<file path="src/rtl/mod_n_updown_counter.sv">
// Modulo-N up/down counter with synchronous load, terminal-count cascade output and wrap/load-error pulses.
// Optional 16-bit saturating wrap tally enabled by defining MOD_N_UPDOWN_COUNTER_WRAPCNT_EN.
module mod_n_updown_counter #(
  parameter int WIDTH   = 4,
  parameter int MODULUS = 14,
  parameter int RST_VAL = 0
) (
  input  logic             clk,
  input  logic             rst,
  input  logic             en,
  input  logic             up_dn,
  input  logic             load,
  input  logic [WIDTH-1:0] load_val,
  output logic [WIDTH-1:0] count,
  output logic             tc,
  output logic             carry_out,
  output logic             wrap,
  output logic             load_err
`ifdef MOD_N_UPDOWN_COUNTER_WRAPCNT_EN
  ,
  output logic [15:0]      wrap_cnt
`endif
);

  if (MODULUS < 2 || MODULUS > (1 << WIDTH) || RST_VAL < 0 || RST_VAL >= MODULUS) begin : g_bad_cfg
    $error("mod_n_updown_counter: illegal WIDTH/MODULUS/RST_VAL combination");
  end

  localparam logic [WIDTH-1:0] MAX_VAL  = WIDTH'(MODULUS - 1);
  localparam logic [WIDTH-1:0] INIT_VAL = WIDTH'(RST_VAL);
  // One extra bit so MODULUS == 2**WIDTH still compares correctly.
  localparam logic [WIDTH:0]   MOD_EXT  = (WIDTH + 1)'(MODULUS);

  function automatic logic [15:0] sat_inc16(input logic [15:0] v);
    return (v == 16'hFFFF) ? v : v + 16'd1;
  endfunction

  logic [WIDTH-1:0] count_nxt;
  logic             wrap_nxt;
  logic             load_err_nxt;
  logic             load_ok;

  always_comb begin
    tc        = up_dn ? (count == MAX_VAL) : (count == '0);
    carry_out = tc & en & ~load;
    load_ok   = ({1'b0, load_val} < MOD_EXT);
  end

  // Next-state: load outranks counting; a rejected load still blocks the step.
  always_comb begin
    count_nxt    = count;
    wrap_nxt     = 1'b0;
    load_err_nxt = 1'b0;
    if (load) begin
      if (load_ok) begin
        count_nxt = load_val;
      end else begin
        load_err_nxt = 1'b1;
      end
    end else if (en) begin
      if (up_dn) begin
        if (count == MAX_VAL) begin
          count_nxt = '0;
          wrap_nxt  = 1'b1;
        end else begin
          count_nxt = count + WIDTH'(1);
        end
      end else begin
        if (count == '0) begin
          count_nxt = MAX_VAL;
          wrap_nxt  = 1'b1;
        end else begin
          count_nxt = count - WIDTH'(1);
        end
      end
    end
  end

  always_ff @(posedge clk) begin
    if (rst) begin
      count    <= INIT_VAL;
      wrap     <= 1'b0;
      load_err <= 1'b0;
    end else begin
      count    <= count_nxt;
      wrap     <= wrap_nxt;
      load_err <= load_err_nxt;
    end
  end

`ifdef MOD_N_UPDOWN_COUNTER_WRAPCNT_EN
  always_ff @(posedge clk) begin
    if (rst) begin
      wrap_cnt <= 16'd0;
    end else if (wrap_nxt) begin
      wrap_cnt <= sat_inc16(wrap_cnt);
    end
  end
`endif

endmodule
</file>
<file path="config.mk">
export PLATFORM = sky130hd
export DESIGN_NAME = mod_n_updown_counter
export DESIGN_NICKNAME = d
export VERILOG_FILES = /design/src/rtl/mod_n_updown_counter.sv
export SDC_FILE = /design/constraint.sdc
export NUM_CORES = 1
export LEC_CHECK = 0
export ABC_AREA = 1
export BUFFER_PORTS_ARGS = -buffer_cell sky130_fd_sc_hd__buf_2
export CAP_MARGIN = 25
export CORE_AREA = 2 2 39 41
export DETAILED_ROUTE_END_ITERATION = 7
export DIE_AREA = 0 0 41 43
export SYNTH_ARGS = -nofsm -noshare
export SYNTH_HDL_FRONTEND = slang
export SYNTH_SLANG_ARGS = --single-unit
</file>
<file path="constraint.sdc">
create_clock -name clk -period 1.8 [get_ports clk]
set_input_delay 0.09 -clock clk [delete_from_list [all_inputs] [get_ports clk]]
set_output_delay 0.09 -clock clk [all_outputs]
set_load 0.03 [all_outputs]
</file>
==> impl_metrics.ini <==
[synth]
async_flop_share_pct = 0
synth_seq_area_share_pct = 27.7
syn-num-nets = 84
syn_area_sq_um = 434
syn_avg_cell_area_sq_um = 5.79
ys_warn_count = 0
synthCells = 75
synth_area_leader_cell = dfxtp_1
yosys.area.top_type_share_pct = 27.7
synth.most_common_cell = nand2_1
synth_common_cells = nand2_1 (26), nand3_1 (10), nor2_1 (9)
synth_area_leaders = dfxtp_1 (28%), nand2_1 (22%), nand3_1 (12%)
ys_seq_elements = 6
synthFlopType = dfxtp_1
synth_cell_types = 14
synth_edf_count = 0

[floorplan]
placementRows = 14
initial_utilization_pct = 31.4
die_y_microns = 43
dieArea_sq_mm = 0.00176
dieWidth_microns = 41
pin_count = 17
core_sq_mm = 0.00138

[clock_tree]
cts_setup_buffers = 0
cts.root.buffer_cell = clkbuf_4
clk_latency_ns = 0.24
postCtsHoldBufs = 0
cts_sinks = 6
clockBufferDepth = 2
clkSlewWorstSetupHoldPaths_ns = 0.04
cts_made_buffers = 3
htreeDepth = 1
cts_resized = 0
cts_tree = yes

[timing]
fin_crit_sh_pct = 90.7
tns_ns = 0
fin_hold_ws_ns = 0.0785
slew_viol_final = 0
setup_slack_ns = 0.168
maxSlewHeadroom_pct = 80.7
hold_viol = 0
rsz0062_at_grt = false
final-setup-viol-count = 0
period_minus_slack_ns = 1.63
worst-slew-pin-transition_ns = 0.289
fin_skew_ns = 0.000859
max_freq_mhz = 613

[final_layout]
area_growth_pct = 27.1
final.fill_count = 158
instances_no_fill = 109
post-route-util_pct = 39.9
final_area_sq_um = 552
seqCellArea_sq_um = 120
multi_input_area_sq_um = 275
diodes = 0
drive_above_1_share_pct = 23.7
nets = 104

[placed_design]
pre_cts_ws_ns = 0.417
placed_cell_area_sq_um = 529
gp_congestion = 0.849
dp_hpwl_microns = 827
place_inst = 106
port_buffers = 16

[power]
power_mw = 0.414
cellLeakagePower_nw = 0.308
peakVddDrop_v = 0.000337
powerDensity_mw_per_mm2 = 751

[worst_setup_path]
cp-end-kind = primary output
path_class = reg2out
cp-start-kind = flop
cp_data_arrival_time_ns = 1.54
cp_max_fo = 8
cp.required_ns = 1.71

[grt]
antenna_found_initial = 0
grt_pass1_vias = 400
grt_start_max_net_pins = 10
grt_overflow = 0
grt_pass1_wl_mm = 1.68
grt.total_usage_pct = 14.2

[routing]
dr.pass1.iters = 4
wirelength_mm = 1.05
drc = 0
wl_per_cell_microns = 9.67
route.vias.total = 510
antenna_left = 0
drt_iter0_drc = 11
viasPerCell = 4.68

[flow_run]
drv_cap = 0

[run_status]
status = completed

[min_path]
hold_class = in2reg
final timing paths:
kind,slack (ns),cells past startpoint,startpoint,end
worst max-delay path,0.17,6,count[0],carry_out
worst min-delay path,0.08,2,rst,count[1]
worst max register to register,0.60,5,count[0],wrap
worst min register to register,0.56,2,count[2],count[2]
worst max-delay path, stage by stage (launching register included):
cell      delay (ns)
dfxtp_1         0.45
inv_1           0.11
nor2_1          0.14
a21oi_1         0.09
o21bai_1        0.19
nor2_1          0.11
buf_2           0.20
registers in the layout, summed over array words and instances, names as in the netlist:
register,flops
count,4
wrap,1
load_err,1
power by group:
part           total, mW  switching [mW]  internal [mW]
registers          0.157          0.0143          0.143
logic              0.134          0.0881         0.0455
clock network      0.124          0.0482         0.0754
area by class of cell:
cell class / count / share of cell area (%)
Tap cell: 16 / 3.63
Inverter: 9 / 6.12
Clock buffer: 3 / 4.08
Timing Repair Buffer: 16 / 14.5
Multi-Input combinational cell: 59 / 49.9
Sequential cell: 6 / 21.8
placed cells by master, fill, tap and decap left out:
cell / n
nand4_1: 1
nor3_1: 2
dfxtp_1: 6
inv_2: 1
o21ai_0: 2
a21boi_4: 1
o21bai_1: 1
nor2_1: 9
clkbuf_4: 3
nand2_4: 1
inv_1: 8
nand2_1: 26
a21oi_1: 6
buf_2: 16
nand3_1: 10
routing by layer:
metal / up-vias / wire length [microns] / track usage (%)
met4: 0 / 12 / 12.0
li1: 280 / - / -
met5: - / 0 / 0
met2: 17 / 454 / 16.9
met1: 211 / 498 / 20.8
met3: 2 / 88 / 2.62
cell families after synthesis:
family / synth area share, %
DFF: 27.7
AOI/OAI and AO/OA: 15.3
buffers and inverters: 8.93
and+or+nand+nor: 48.1
Power figures use the tool's default switching activity.
